### src/rtl/timer_sched.sv
//------------------------------------------------------------------------------
// timer_sched
//
// Runs a small table of timer intervals on an Avalon-style timer peripheral.
// Each step programs the timer period and control word, waits for the timer
// interrupt, clears it, reads the status back and checks that the IRQ bit
// actually cleared. Steps run in table order, once or looping, and the
// sequence can be aborted at any time. Aborts, timeouts and status errors all
// end with a write that stops the timer.
//
// Ports
//   CLOCK_50, reset_n        clock; asynchronous active-low reset
//   cfg_we, cfg_idx,         table write (accepted only while not busy)
//   cfg_period, cfg_prescale
//   cfg_count                number of table entries to run (1..DEPTH)
//   start, loop, abort       sequence control
//   busy, step_idx           sequencer status
//   step_done, seq_done, err one-cycle status pulses
//   t_*                      timer master bus: addr, write data/enable,
//                            read enable, chipselect, read data, irq
//------------------------------------------------------------------------------
`timescale 1ns/1ps

module timer_sched #(
   parameter int DEPTH   = 4,
   parameter int TIMEOUT = 0
) (
   input  logic                     CLOCK_50,
   input  logic                     reset_n,
   input  logic                     cfg_we,
   input  logic [$clog2(DEPTH)-1:0] cfg_idx,
   input  logic [15:0]              cfg_period,
   input  logic [7:0]               cfg_prescale,
   input  logic [$clog2(DEPTH):0]   cfg_count,
   input  logic                     start,
   input  logic                     loop,
   input  logic                     abort,
   output logic                     busy,
   output logic [$clog2(DEPTH)-1:0] step_idx,
   output logic                     step_done,
   output logic                     seq_done,
   output logic                     err,
   output logic [1:0]               t_addr,
   output logic [15:0]              t_write_data,
   output logic                     t_write_en,
   output logic                     t_read_en,
   output logic                     t_chipselect,
   input  logic [15:0]              t_read_data,
   input  logic                     t_irq
);

   localparam int IDX_W = $clog2(DEPTH);
   localparam int CNT_W = IDX_W + 1;
   localparam int TO_W  = (TIMEOUT > 0) ? $clog2(TIMEOUT + 1) : 1;
   localparam logic [TO_W-1:0]  TO_LIMIT = TO_W'(TIMEOUT);
   localparam logic [CNT_W-1:0] DEPTH_C  = CNT_W'(DEPTH);

   // Timer register map
   localparam logic [1:0] REG_PERIOD = 2'd1;
   localparam logic [1:0] REG_CTRL   = 2'd2;
   localparam logic [1:0] REG_STATUS = 2'd3;

   typedef enum logic [2:0] {
      IDLE, WR_PER, WR_CTL, WAIT, ACK, RD_STAT, CHK, STOP
   } state_t;

   state_t            state_q, state_d;
   logic [IDX_W-1:0]  step_idx_q, step_idx_d;
   logic [CNT_W-1:0]  count_q, count_d;
   logic              loop_q, loop_d;
   logic [TO_W-1:0]   wait_cnt_q, wait_cnt_d;
   logic              rej_err_q, rej_err_d;
   logic              busy_q, busy_d;
   logic              cs_q, cs_d, we_q, we_d, re_q, re_d;
   logic [1:0]        addr_q, addr_d;
   logic [15:0]       wdata_q, wdata_d;
   logic [15:0]       period_q   [DEPTH];
   logic [15:0]       period_d   [DEPTH];
   logic [7:0]        prescale_q [DEPTH];
   logic [7:0]        prescale_d [DEPTH];

   logic              periods_ok, start_ok, last_step, to_err, chk_err;

   // Only the IRQ bit of the status word drives a decision.
   logic              unused_rd;
   assign unused_rd = ^{t_read_data[15:2], t_read_data[0]};

   // A start is legal only if every entry it will use has a nonzero period.
   always_comb begin
      periods_ok = 1'b1;
      for (int i = 0; i < DEPTH; i++) begin
         if (CNT_W'(i) < cfg_count && period_q[i] == 16'h0000) periods_ok = 1'b0;
      end
      start_ok = (cfg_count != '0) && (cfg_count <= DEPTH_C) && periods_ok;
   end

   assign last_step = (CNT_W'(step_idx_q) + CNT_W'(1)) == count_q;

   always_comb begin
      // NOTE: every signal gets a default before the case so no path leaves
      // one unassigned; otherwise synthesis infers a latch.
      state_d    = state_q;
      step_idx_d = step_idx_q;
      count_d    = count_q;
      loop_d     = loop_q;
      wait_cnt_d = '0;
      rej_err_d  = 1'b0;
      period_d   = period_q;
      prescale_d = prescale_q;
      to_err     = 1'b0;
      chk_err    = 1'b0;
      step_done  = 1'b0;
      seq_done   = 1'b0;

      if (cfg_we && state_q == IDLE && CNT_W'(cfg_idx) < DEPTH_C) begin
         period_d[cfg_idx]   = cfg_period;
         prescale_d[cfg_idx] = cfg_prescale;
      end

      case (state_q)
         IDLE: begin
            if (start && !abort) begin
               if (start_ok) begin
                  count_d    = cfg_count;
                  loop_d     = loop;
                  step_idx_d = '0;
                  state_d    = WR_PER;
               end else begin
                  rej_err_d = 1'b1;
               end
            end
         end
         WR_PER:  state_d = WR_CTL;
         WR_CTL:  state_d = WAIT;
         WAIT: begin
            // An irq in the cycle the limit is reached still wins.
            if (t_irq) begin
               state_d = ACK;
            end else if (TIMEOUT > 0 && wait_cnt_q == TO_LIMIT) begin
               to_err  = 1'b1;
               state_d = STOP;
            end else begin
               wait_cnt_d = wait_cnt_q + TO_W'(1);
            end
         end
         ACK:     state_d = RD_STAT;
         RD_STAT: state_d = CHK;
         CHK: begin
            // Read data is valid only in this cycle, so the step verdict is
            // decoded straight from the bus rather than registered.
            if (t_read_data[1]) begin
               chk_err = 1'b1;
               state_d = STOP;
            end else begin
               step_done = 1'b1;
               if (!last_step) begin
                  step_idx_d = step_idx_q + IDX_W'(1);
                  state_d    = WR_PER;
               end else if (loop_q) begin
                  step_idx_d = '0;
                  state_d    = WR_PER;
               end else begin
                  seq_done = 1'b1;
                  state_d  = IDLE;
               end
            end
         end
         STOP:    state_d = IDLE;
         default: state_d = IDLE;
      endcase

      // Abort overrides whatever the state decided this cycle.
      if (abort && state_q != IDLE && state_q != STOP) begin
         state_d    = STOP;
         step_idx_d = step_idx_q;
         wait_cnt_d = '0;
         to_err     = 1'b0;
         chk_err    = 1'b0;
         step_done  = 1'b0;
         seq_done   = 1'b0;
      end

      err    = rej_err_q | to_err | chk_err;
      busy_d = (state_d != IDLE);

      // Bus outputs are registered from the next state so they line up with
      // the state that owns them.
      cs_d    = 1'b0;
      we_d    = 1'b0;
      re_d    = 1'b0;
      addr_d  = 2'd0;
      wdata_d = 16'h0000;
      case (state_d)
         WR_PER: begin
            cs_d = 1'b1; we_d = 1'b1; addr_d = REG_PERIOD;
            wdata_d = period_q[step_idx_d];
         end
         WR_CTL: begin
            // prescale, irq_en=1, reload=0, run=1
            cs_d = 1'b1; we_d = 1'b1; addr_d = REG_CTRL;
            wdata_d = {prescale_q[step_idx_d], 8'h05};
         end
         ACK: begin
            cs_d = 1'b1; we_d = 1'b1; addr_d = REG_STATUS;
            wdata_d = 16'h0002;
         end
         RD_STAT: begin
            cs_d = 1'b1; re_d = 1'b1; addr_d = REG_STATUS;
         end
         STOP: begin
            cs_d = 1'b1; we_d = 1'b1; addr_d = REG_CTRL;
         end
         default: ;
      endcase
   end

   always_ff @(posedge CLOCK_50 or negedge reset_n) begin
      if (!reset_n) begin
         state_q    <= IDLE;
         step_idx_q <= '0;
         count_q    <= '0;
         loop_q     <= 1'b0;
         wait_cnt_q <= '0;
         rej_err_q  <= 1'b0;
         busy_q     <= 1'b0;
         cs_q       <= 1'b0;
         we_q       <= 1'b0;
         re_q       <= 1'b0;
         addr_q     <= 2'd0;
         wdata_q    <= 16'h0000;
         // NOTE: the table is small and a cleared table makes any start
         // after reset fail validation, so it is reset like ordinary state.
         for (int i = 0; i < DEPTH; i++) begin
            period_q[i]   <= 16'h0000;
            prescale_q[i] <= 8'h00;
         end
      end else begin
         // NOTE: non-blocking assignments keep every flop reading the values
         // from before the edge, independent of statement order.
         state_q    <= state_d;
         step_idx_q <= step_idx_d;
         count_q    <= count_d;
         loop_q     <= loop_d;
         wait_cnt_q <= wait_cnt_d;
         rej_err_q  <= rej_err_d;
         busy_q     <= busy_d;
         cs_q       <= cs_d;
         we_q       <= we_d;
         re_q       <= re_d;
         addr_q     <= addr_d;
         wdata_q    <= wdata_d;
         period_q   <= period_d;
         prescale_q <= prescale_d;
      end
   end

   assign busy         = busy_q;
   assign step_idx     = step_idx_q;
   assign t_chipselect = cs_q;
   assign t_write_en   = we_q;
   assign t_read_en    = re_q;
   assign t_addr       = addr_q;
   assign t_write_data = wdata_q;

endmodule
### config.mk
export PLATFORM = sky130hd
export DESIGN_NAME = timer_sched
export DESIGN_NICKNAME = d
export VERILOG_FILES = /design/src/rtl/timer_sched.sv
export SDC_FILE = /design/constraint.sdc
export NUM_CORES = 1
export LEC_CHECK = 0
export ABC_AREA = 1
export CORE_ASPECT_RATIO = 0.5
export CORE_MARGIN = 3
export CORE_UTILIZATION = 38
export CTS_CLUSTER_SIZE = 8
export DETAILED_ROUTE_END_ITERATION = 10
export PLACE_DENSITY = 0.66
export SETUP_SLACK_MARGIN = 0.5
export SYNTH_ARGS = -nofsm -noshare
export SYNTH_HDL_FRONTEND = slang
export SYNTH_SLANG_ARGS = --single-unit
### constraint.sdc
create_clock -name CLOCK_50 -period 5.04 [get_ports CLOCK_50]
set_input_delay 1.512 -clock CLOCK_50 [delete_from_list [all_inputs] [get_ports CLOCK_50]]
set_output_delay 1.512 -clock CLOCK_50 [all_outputs]
set_load 0.05 [all_outputs]
Word-level counts from Yosys, hierarchy flattened
Index checks and enable logic that the tools add are counted.

operators by class
  add/subtract/negate cells = 2
  $lt $le $gt $ge = 8
  equality and inequality tests = 14
  muxes and demuxes = 50
  bitwise gates (word level) = 3
  reductions and logical operators = 25

operators with widths
  cell                                                        count
  bitwise mux 64 bit                                          1
  logical NOT 16 bit                                          4
  two-way mux 16 bit                                          3
  case mux 16 bit (3 select lines)                            1
  binary-select mux 16 bit (select 2 bit)                     1
  bitwise mux 32 bit                                          1
  demux 16 bit (select 2 bit)                                 1
  two-way mux 8 bit                                           3
  case mux 3 bit (8 select lines)                             1
  two-way mux 1 bit                                           23
  == test 3 bit (second input constant)                       7
  binary-select mux 8 bit (select 2 bit)                      1
  demux 8 bit (select 2 bit)                                  1
  two-way mux 3 bit                                           5
  two-way mux 2 bit                                           6
  logical AND 1 bit                                           11
  == test 3 x 2 -> 1 bit (second input constant)              3
  nonzero test 3 bit                                          3
  == test 3 x 1 -> 1 bit (second input constant)              2
  >= comparator 3 bit (second input constant)                 2
  less-than comparator 1 x 3 -> 1 bit (first input constant)  2
  less-than comparator 2 x 3 -> 1 bit (first input constant)  2
  inverter 2 -> 3 bit                                         2
  case mux 2 bit (3 select lines)                             1
  other kinds (14)                                            15

word-level totals
  bits in registers = 128
  input bits = 52
  output and inout bits = 27
  logic and storage cells = 121

Logic depth before layout (Yosys ltp)
  depth in word-level cells = 16
  mapped depth = 17
  gate-level depth less buffers = 16

Worst setup path after synthesis
OpenSTA, ideal clock, no wires.

  path kind = input to output
  start = input port abort
  end = output port seq_done
  data arrival time = 3.380 ns
  data required time = 3.528 ns
  setup slack = 0.148 ns
  stages on the path = 4
  path buffers = 0
  cell sequence = nand2_1 > nor2_2 > nor3_4 > nor3b_1

on the way
  cells in the longest elaborated chain, start to end = 3

ends and longest elaborated chain
  element                         line  RTL
  start: declaration              37    input logic abort,
  logical AND 1 bit (2 in a row)  173   if (abort && state_q != IDLE && state_q != STOP) begin
  two-way mux 1 bit               173
  end: declaration                41    output logic seq_done,

No other way between the ends.

Worst setup path after layout
Same ends and word-level chain as after synthesis.

==> flow_metrics.py <==
metrics = {
    "placed_design": {
        "gp_congestion": 0.8056,
        "pre_cts_ws_ns": 0.6596,
        "place_hpwl_um": 9786,
        "port_buffers": 63,
    },
    "worst_hold_path": {
        "min_from": "prescale_q[18]",
        "hp-class": "reg2reg",
    },
    "synth": {
        "synth_area_leader_cell": "dfrtp_1",
        "synth-main-ff-cell": "dfrtp_1",
        "synth_seq_cells": 128,
        "ys_warn_count": 0,
        "synthArstFlopShare": 1.000,
        "synth-edff-count": 0,
        "yosysSeqAreaShare": 0.5176,
        "synth_area_per_cell_um2": 8.273,
        "synth_cell_type_count": 33,
        "syn-num-nets": 801,
        "syn_inst": 748,
        "yosysTopAreaCellShare": 0.5176,
        "synthTopCellsByArea": "dfrtp_1, nand2_1, nand3_1, mux2_2, o21ai_0",
        "netlist_area_mm2": 0.006188,
    },
    "floorplan": {
        "die_area_mm2": 0.01795,
        "coreArea_mm2": 0.01566,
        "die_y_um": 96.24,
        "ioPinCount": 79,
        "die_w_um": 186.5,
        "row_count": 32,
        "start_util": 0.3953,
    },
    "clock_tree": {
        "clockBufferDepth": 2,
        "cts_sinks": 128,
        "cts_root_buffer": "clkbuf_16",
        "cts_resized": 0,
        "hold_buffers": 0,
        "clkTransAtPathRegs_ns": 0.06,
        "cts.htree.levels": 4,
        "postCtsSetupBuffers": 0,
        "cts_tree": "done",
        "worstSkewPairLatency_ns": 0.41,
        "cts_buffers": 17,
    },
    "final_layout": {
        "synthToLayoutAreaGrowth_pct": 22.54,
        "n_antenna_cell": 0,
        "multi_input_comb_area_mm2": 0.002536,
        "final_common_cell": "nand2_1",
        "ff_latch_area_mm2": 0.003203,
        "drive_gt1_frac": 0.1141,
        "design.final.nets": 858,
        "nFillCells": 1483,
        "final_cell_mix": "nand2_1, dfrtp_1, nand3_1",
    },
    "sta": {
        "fin_crit_ns": 4.371,
        "slew_viol_final": 0,
        "fin_tns_setup_ns": 0,
        "setup_viol": 0,
        "rsz0062_at_grt": "false",
        "fmax_ghz": 0.2288,
        "hold_violations": 0,
        "worst_slew_pin_slew_ns": 0.8515,
        "slew_headroom": 0.4292,
        "post-route-period-util": 0.8673,
        "fin_skew_ns": 0.008930,
        "layout_setup_ws_ns": 0.6688,
    },
    "worst_setup_path": {
        "crit_path_end": "seq_done",
        "cp-end-kind": "output port",
        "crit_chain": "clkdlybuf4s50_1 > nand2_1 > nor2_2 > nor3_4 > nor3b_2 > buf_12",
        "critPathArrivalTime_ns": 2.86,
        "r2r_start": "step_idx[0]",
        "critPathBufInv": 2,
        "critPathKind": "in2out",
        "cp_max_fo": 4,
        "crit_start": "abort",
        "r2r-end": "t_write_data[9]",
        "startpoint_type": "input pin",
        "cp.depth": 6,
        "cpLargestDelayFamily": "simple AND/OR/NAND/NOR gates",
        "rrSetupSlack_ns": 2.31,
        "r2r.worst_path.cells": 16,
        "crit_required_ns": 3.53,
        "critPathMaxStageDelay_ns": 0.48,
        "slowest_stage": "clkdlybuf4s50_1",
    },
    "global_route": {
        "grt_usage": 0.1775,
        "grt_pass1_vias": 4970,
        "grt-ovfl-total": 0,
        "grt_max_degree": 129,
        "grt_pass1_wl_um": 25010,
        "antenna_found_initial": 0,
    },
    "detailed_routing": {
        "wire_per_inst_um": 14.99,
        "routed_wl_um": 15530,
        "routed_via_density": 4.964,
        "first_iter_violations": 386,
        "num_vias": 5143,
        "ant_nets": 0,
        "post-route-drc-count": 0,
        "first_pass_iters": 5,
    },
    "job": {
        "drv_cap": 0,
    },
    "power": {
        "power_density_mw_per_mm2": 592.8,
        "irDropWorstVdd_v": 0.0002757,
        "total_power_mw": 4.496,
        "power.leakage_nw": 3.670,
    },
    "run_status": {
        "outcome": "completed",
    },
}
## cell usage after synthesis, types with 2 or more instances
cell type	instances
nand2_1	229
a21oi_1	6
mux2_1	4
nor3b_1	2
nor3_2	3
dfrtp_1	128
nand4_1	3
inv_2	2
buf_2	18
xor2_1	2
mux2_2	34
nor2_1	48
nor3_1	5
clkbuf_1	12
inv_1	79
o21ai_0	61
o21a_1	3
buf_6	2
nor2_2	3
nand2_2	4
xnor2_1	2
nand3_1	87
## cell families (layout without fill, tap and decap cells)
kind of cell | count (synthesis) | after routing | synth area share
and+or+nand+nor | 388 | 388 | 0.2671
DFF | 128 | 128 | 0.5176
buffers and inverters | 116 | 183 | 0.07703
AOI/OAI and AO/OA | 73 | 73 | 0.06146
muxes | 38 | 38 | 0.06915
xor gates and xnor gates | 4 | 4 | 0.005662
adders and majority gates | 1 | 1 | 0.002022
## metal layers
metal  vias up  GRT usage  share of wire
li1       2487          -              -
met1      2506     0.2439           0.49
met2       131     0.2816           0.45
met3        19    0.03492          0.047
met4         0    0.06788          0.013
met5         -          0              0
## how the worst min path moves through the flow
stage / end / slack [ns] / cells after the start
3_3_place_gp: prescale_q[17] / 0.49 / 1
5_1_grt: prescale_q[31] / 0.52 / 1
2_1_floorplan: prescale_q[24] / 0.48 / 1
6_report: prescale_q[18] / 0.51 / 1
3_5_place_dp: prescale_q[25] / 0.50 / 1
4_1_cts: prescale_q[25] / 0.51 / 1
## report_power, final
part           leakage (nW)  switching [mW]  internal (mW)
logic                  1.88            1.15          0.597
clock network         0.263           0.430          0.666
registers              1.52           0.214           1.43
## sequential cells by signal, indices dropped and copies added (netlist names), 2 cells and up
signal	count
prescale_q	32
count_q	3
state_q	3
t_addr	2
period_q	64
t_write_data	16
step_idx	2
## through the flow
step | utilization | instance area [um^2] | hold WS (ns) | cells
2_1_floorplan | - | 6193 | 0.4811 | 748
3_3_place_gp | 0.4511 | 7062 | 0.4909 | 1007
3_5_place_dp | 0.4511 | 7062 | 0.4974 | 1007
4_1_cts | 0.4844 | 7584 | 0.5095 | 1036
5_1_grt | 0.4844 | 7584 | 0.5210 | 1036
6_report | 0.4844 | 7584 | 0.5088 | 1036
## area by class of cell
type / count / share of cell area
Clock buffer: 22 / 0.06385
Tap cell: 221 / 0.03646
Inverter: 82 / 0.04059
Multi-Input combinational cell: 504 / 0.3344
Sequential cell: 128 / 0.4224
Timing Repair Buffer: 72 / 0.09734
Clock inverter: 7 / 0.004950
Note: power is estimated with default switching activity, not from simulation.
